## config.mk

```make
export PLATFORM = sky130hd
export DESIGN_NAME = serial_byte_tx
export DESIGN_NICKNAME = d
export VERILOG_FILES = /design/src/rtl/serial_byte_tx.sv
export SDC_FILE = /design/constraint.sdc
export NUM_CORES = 1
export LEC_CHECK = 0
export CORE_MARGIN = 2
export CORE_UTILIZATION = 40
export CTS_CLUSTER_SIZE = 16
export DETAILED_ROUTE_END_ITERATION = 10
export PLACE_DENSITY_LB_ADDON = 0.3
export SYNTH_ARGS = -nofsm -noshare
export SYNTH_HDL_FRONTEND = slang
export SYNTH_SLANG_ARGS = --single-unit
```

## constraint.sdc

```tcl
create_clock -name clk -period 3.61 [get_ports clk]
set_input_delay 0.5415 -clock clk [delete_from_list [all_inputs] [get_ports clk]]
set_output_delay 0.5415 -clock clk [all_outputs]
set_load 0.02 [all_outputs]
```

## src/rtl/serial_byte_tx.sv

```systemverilog
// Parallel-to-serial transmitter: valid/ready word in, LSB-first framed serial line out.
// Optional even-parity bit after the data bits when SERIAL_PARITY_EN is defined.
module serial_byte_tx #(
    parameter int DATA_W = 8,
    parameter int DIV    = 4
) (
    input  logic              clk,
    input  logic              rst,
    input  logic [DATA_W-1:0] data_in,
    input  logic              valid,
    output logic              ready,
    output logic              tx,
    output logic              busy
);

    localparam int CNT_W = (DIV > 1) ? $clog2(DIV) : 1;
    localparam int BIT_W = (DATA_W > 1) ? $clog2(DATA_W) : 1;
    localparam logic [CNT_W-1:0] DIV_LAST = CNT_W'(DIV - 1);
    localparam logic [BIT_W-1:0] BIT_LAST = BIT_W'(DATA_W - 1);

`ifdef SERIAL_PARITY_EN
    typedef enum logic [2:0] {S_IDLE, S_START, S_DATA, S_PARITY, S_STOP} state_t;
`else
    typedef enum logic [1:0] {S_IDLE, S_START, S_DATA, S_STOP} state_t;
`endif

    state_t            r_state;
    logic [DATA_W-1:0] r_shift;
    logic [CNT_W-1:0]  r_div_cnt;
    logic [BIT_W-1:0]  r_bit_cnt;
    logic              r_tx;
    logic              r_ready;
    logic              r_busy;
    logic [DATA_W-1:0] w_shift_next;
    logic              w_bit_end;
`ifdef SERIAL_PARITY_EN
    logic              r_parity;
`endif

    assign w_shift_next = r_shift >> 1;
    assign w_bit_end    = (r_div_cnt == DIV_LAST);

    assign ready = r_ready;
    assign tx    = r_tx;
    assign busy  = r_busy;

    always_ff @(posedge clk or posedge rst) begin
        if (rst) begin
            r_state   <= S_IDLE;
            r_shift   <= '0;
            r_div_cnt <= '0;
            r_bit_cnt <= '0;
            r_tx      <= 1'b1;
            r_ready   <= 1'b1;
            r_busy    <= 1'b0;
`ifdef SERIAL_PARITY_EN
            r_parity  <= 1'b0;
`endif
        end else begin
            case (r_state)
                S_IDLE: begin
                    r_div_cnt <= '0;
                    r_bit_cnt <= '0;
                    if (valid && r_ready) begin
                        r_shift <= data_in;
`ifdef SERIAL_PARITY_EN
                        r_parity <= ^data_in;
`endif
                        r_state <= S_START;
                        r_tx    <= 1'b0;
                        r_ready <= 1'b0;
                        r_busy  <= 1'b1;
                    end
                end
                S_START: begin
                    if (w_bit_end) begin
                        r_div_cnt <= '0;
                        r_state   <= S_DATA;
                        r_tx      <= r_shift[0];
                    end else begin
                        r_div_cnt <= r_div_cnt + 1'b1;
                    end
                end
                S_DATA: begin
                    if (w_bit_end) begin
                        r_div_cnt <= '0;
                        if (r_bit_cnt == BIT_LAST) begin
`ifdef SERIAL_PARITY_EN
                            r_state <= S_PARITY;
                            r_tx    <= r_parity;
`else
                            r_state <= S_STOP;
                            r_tx    <= 1'b1;
`endif
                        end else begin
                            // tx loads the next bit in the same edge the shift happens
                            r_bit_cnt <= r_bit_cnt + 1'b1;
                            r_shift   <= w_shift_next;
                            r_tx      <= w_shift_next[0];
                        end
                    end else begin
                        r_div_cnt <= r_div_cnt + 1'b1;
                    end
                end
`ifdef SERIAL_PARITY_EN
                S_PARITY: begin
                    if (w_bit_end) begin
                        r_div_cnt <= '0;
                        r_state   <= S_STOP;
                        r_tx      <= 1'b1;
                    end else begin
                        r_div_cnt <= r_div_cnt + 1'b1;
                    end
                end
`endif
                S_STOP: begin
                    if (w_bit_end) begin
                        r_div_cnt <= '0;
                        r_state   <= S_IDLE;
                        r_tx      <= 1'b1;
                        r_ready   <= 1'b1;
                        r_busy    <= 1'b0;
                    end else begin
                        r_div_cnt <= r_div_cnt + 1'b1;
                    end
                end
                default: begin
                    r_state   <= S_IDLE;
                    r_div_cnt <= '0;
                    r_tx      <= 1'b1;
                    r_ready   <= 1'b1;
                    r_busy    <= 1'b0;
                end
            endcase
        end
    end

endmodule

```

**After elaboration in Yosys (flattened, before gate mapping)**

Index checks and enable logic that the tools add are counted.

- $add $sub $neg: 2
- Eq/ne operators: 11
- Muxes and demuxes: 25
- Reductions and logical operators: 10

Operators by type and width:

| cell | count |
|---|---|
| $mux W8 | 3 |
| $pmux W8 S2 | 1 |
| $mux W2 | 6 |
| $ne A2 B2 Y1 const B | 6 |
| $pmux W2 S4 | 1 |
| $reduce_and A4 Y1 | 2 |
| $mux W1 | 7 |
| $eq A2 B2 Y1 const B | 3 |
| $mux W3 | 2 |
| $pmux W3 S2 | 1 |
| $reduce_and A3 Y1 | 2 |
| $reduce_and A5 Y1 | 1 |
| $pmux W1 S2 | 2 |
| $pmux W1 S4 | 1 |
| $pmux W2 S2 | 1 |
| $reduce_bool A2 Y1 | 2 |
| $add A3 B1 Y3 const B | 1 |
| $eq A3 B3 Y1 const B | 1 |
| $reduce_or A3 Y1 | 1 |
| $add A2 B1 Y2 const B | 1 |
| $eq A2 B1 Y1 const B | 1 |
| $logic_not A2 Y1 | 1 |
| $logic_and A1 B1 Y1 | 1 |

- Flip-flop bits (word level): 18
- Bits of input ports: 11
- Output and inout bits: 3
- Word-level logic and storage cells: 55

**Longest topological paths before layout**

- Depth after elaboration: 4
- Mapped depth: 7
- Gate-level depth less buffers: 5

**Least setup slack after synthesis**

Ideal clock, no wire load.

- Path type: register -> register
- Start point: register r_bit_cnt[0]
- End point: register r_shift[0]
- Setup time: 0.125 ns
- Data arrival time: 1.729 ns
- Data required time: 3.485 ns
- Path slack: 1.756 ns
- Cell stages (with the launch flop): 6
- Path buffers: 0
- Clock period less this slack: 1.854 ns
- Path through: dfrtp_1 ha_1 ha_1 nand2b_1 a211oi_4 mux2_2

- Word-level cells in the longest chain between the ends: 3

Ends and longest elaborated chain:

| element | RTL line | source |
|---|---|---|
| from (decl) | 30 | `logic [BIT_W-1:0] r_bit_cnt;` |
| from (signal assigned) | 97 | `r_bit_cnt <= r_bit_cnt + 1'b1;` |
| $eq A3 B3 Y1 | 87 | `if (r_bit_cnt == BIT_LAST) begin` |
| $ne A2 B2 Y1 (no source line) | n/a |  |
| $reduce_and A4 Y1 (no source line) | n/a |  |
| to (signal assigned) | 65 | `r_shift <= data_in;` |
| to (signal assigned) | 98 | `r_shift <= w_shift_next;` |
| to (decl) | 28 | `logic [DATA_W-1:0] r_shift;` |

Every way passes these cells.
A chain may end at the register's enable or synchronous reset.

**Final worst setup path**

- Start point: register r_state[0]
- End point: register r_shift[5]

- Word-level cells in the longest chain between the ends: 3
- Elaborated cells between the ends (all ways): 8
- Those cells by class: eq/ne: 4; mux: 1; reduce/logical: 3

Ends and longest elaborated chain:

| element | RTL line | source |
|---|---|---|
| from (decl) | 27 | `state_t r_state;` |
| from (signal assigned) | 49 | `r_state <= S_IDLE;` |
| from (signal assigned) | 69 | `r_state <= S_START;` |
| from (signal assigned) | 78 | `r_state <= S_DATA;` |
| $eq A2 B2 Y1 or $logic_not A2 Y1 (tied branches) | 60 | `case (r_state)` |
| $ne A2 B2 Y1 (no source line) or $reduce_bool A2 Y1 (tied branches) | n/a |  |
| $reduce_and A4 Y1 (no source line) | n/a |  |

Several ways; a longest one is shown, not always the timed one.

==> flow_summary.yaml <==
clocking:
  post_cts_buffers: 0
  cts_tree: "yes"
  numCtsBuffers: 3
  clock_latency_ps: 280
  clockRootBuffer: "clkbuf_4"
  hold_buffers: 0
  htree_levels: 1
  clock-sinks: 18
  clkSlewWorstSetupHoldPaths_ps: 100
  clock_path_buffers: 2
  ctsResizeCount: 0
yosys:
  syn_area_um2: 985
  synth_top_family_by_area: "multiplexers"
  muxShareOfSynthArea: 0.216
  synthCells: 78
  ys_seq_area_frac: 0.460
  synth_xor_area_frac: 0
  yosys.area_share.simple: 0.0635
  syn_avg_cell_area_um2: 12.6
  synth_seq_cells: 18
  ys_warn_count: 0
  synth_cell_types: 25
  synth_compound_area_frac: 0.119
  synthAdderAreaFrac: 0.102
  synth_fp_nets: 97
final_layout:
  final_nets: 113
  multiInputGateArea_um2: 493
  drive_gt1_frac: 0.301
  seqCellArea_um2: 453
  final_common_cell: "mux2_2"
  antenna_cells: 0
  synthToLayoutAreaGrowth_pct: 18.2
  fill_cells: 203
  layout_common_cells: "18 x mux2_2, 16 x dfrtp_1, 13 x clkdlybuf4s50_1"
  instances_no_fill: 121
worst_setup_path:
  cp_max_fo: 17
  required_ps: 3790
  crit_chain: "inv_1 > ha_1 > nor2_1 > a211oi_4 > mux2_2"
  max_stage_delay_ps: 630
  critPathArrivalTime_ps: 2560
  rrSetupSlack_ps: 1230
  end_kind: "register"
  crit_type: "register to register"
  cp.buffers_inverters: 1
  critPathTopFamily: "adder cells"
  start_kind: "register"
  critPathSlowestCell: "ha_1"
timing:
  skew_ps: 3.84
  setup_violations: 0
  timing.fmax_mhz: 420
  maxSlewViolCount: 0
  finalCritPeriodShare: 0.659
  worstMarginPinSlew_ps: 705
  rsz0062_at_grt: "false"
  hold_viol: 0
  tns_ps: 0
  slew_headroom: 0.530
  min_period_ps: 2380
pwr:
  leakagePower_nw: 0.499
  power_density_nw_per_um2: 882
  ir_worst_vdd_mv: 0.415
die:
  die_x_um: 53.6
  die_h_um: 53.6
  rows: 17
  core_um2: 2280
  die_area_um2: 2870
  ios: 14
  start_util: 0.433
placed_design:
  dp_hpwl_um: 1240
  gp_congestion: 0.719
  place_inst: 117
  portBuffers: 13
detailed_routing:
  drc: 0
  wire_per_inst_um: 13.3
  drt-total-wl_um: 1610
  drt_iter0_markers: 8
  vias: 608
  vias_per_cell: 5.02
  drtPass1Iterations: 2
  ant_nets: 0
grt:
  grt_pass1_wl_um: 2790
  grt_pass1_vias: 668
  grt_usage: 0.138
  antenna_found_initial: 0
  grt_max_degree: 19
  grt.overflow.total: 0
min_path:
  hp-class: "register to register"
status:
  status: "complete, no violations"
run:
  cap_violations: 0
[Yosys cell counts, drive strengths merged]
cell / instances / share of area
mux2: 18 / 0.21
dfrtp: 16 / 0.41
ha: 8 / 0.10
inv: 7 / 0.027
a21oi: 3 / 0.015
nor2: 3 / 0.011
a2bb2oi: 2 / 0.018
buf: 2 / 0.013
dfstp: 2 / 0.053
nor2b: 2 / 0.013
nor3: 2 / 0.010
a2111oi: 1 / 0.015
a211oi: 1 / 0.020
a21boi: 1 / 0.011
a22o: 1 / 0.0089
and2b: 1 / 0.010
mux2i: 1 / 0.010
nand2b: 1 / 0.0064
nand3: 1 / 0.0051
nor3b: 1 / 0.0076
o21ai: 1 / 0.0051
o21ba: 1 / 0.010
o22ai: 1 / 0.0064
o2bb2ai: 1 / 0.0089
[power by group]
group	internal [mW]	total [mW]	leakage, nW	switching [mW]
clock network	0.0428	0.0999	0.0150	0.0571
registers	0.307	0.360	0.217	0.0540
logic	0.306	0.566	0.267	0.260
[state kept, by name, indices dropped and copies added, names as in the netlist]
name / flops
tx: 1
r_state: 2
busy: 1
r_bit_cnt: 3
r_shift: 8
r_div_cnt: 2
ready: 1
[worst reg2reg max path: cells and delay by family, from the launching register on]
family | cells | cell delay, ps
AOI/OAI and AO/OA | 1 | 480
adders and majority gates | 1 | 630
buffers and inverters | 1 | 120
DFF | 1 | 430
muxes | 1 | 390
and+or+nand+nor | 1 | 230
[metrics by stage]
step                hold WS (ps)  instance area (um2)  setup slack (ps)  power (mW)   util
finish                       456                 1160              1230        1.03  0.511
global route                 478                 1160              1040        1.12  0.511
CTS                          461                 1160              1230        1.04  0.511
detailed placement           447                 1140              1230       0.939  0.500
global placement             431                 1140              1320       0.917  0.500
floorplan                    415                  985              1760       0.814      -
[final timing paths]
path | start | end | cells past startpoint
max | r_state[0] | r_shift[5] | 5
min | r_div_cnt[0] | r_div_cnt[0] | 1
max reg2reg | r_state[0] | r_shift[5] | 5
min reg2reg | r_div_cnt[0] | r_div_cnt[0] | 1
max in group asynchronous | rst | r_state[0] | 2
min in group asynchronous | rst | r_shift[7] | 2
[cell type report]
type / count / area share
inverter: 7 / 0.0226
clock buffer: 4 / 0.0226
tap: 28 / 0.0301
timing repair buffer: 13 / 0.112
sequential: 18 / 0.389
multi-input combinational: 51 / 0.424
[per-layer routing]
layer / vias to the layer above / part of all wire / global-route usage / wire [um]
met5: - / 0 / 0 / 0
li1: 305 / - / - / -
met3: 2 / 0.017 / 0.0250 / 27
met1: 298 / 0.49 / 0.169 / 783
met2: 3 / 0.48 / 0.235 / 777
met4: 0 / 0.010 / 0.0641 / 16
[kinds of logic (layout without fill, tap and decap cells)]
family	Yosys count	in the layout
buffers and inverters	9	24
flip-flops	18	18
adder cells (fa/ha/maj)	8	8
AND/OR/NAND/NOR	11	11
AO/OA/AOI/OAI	13	13
multiplexers	19	19
No activity file was read; power rests on OpenSTA's default activity.
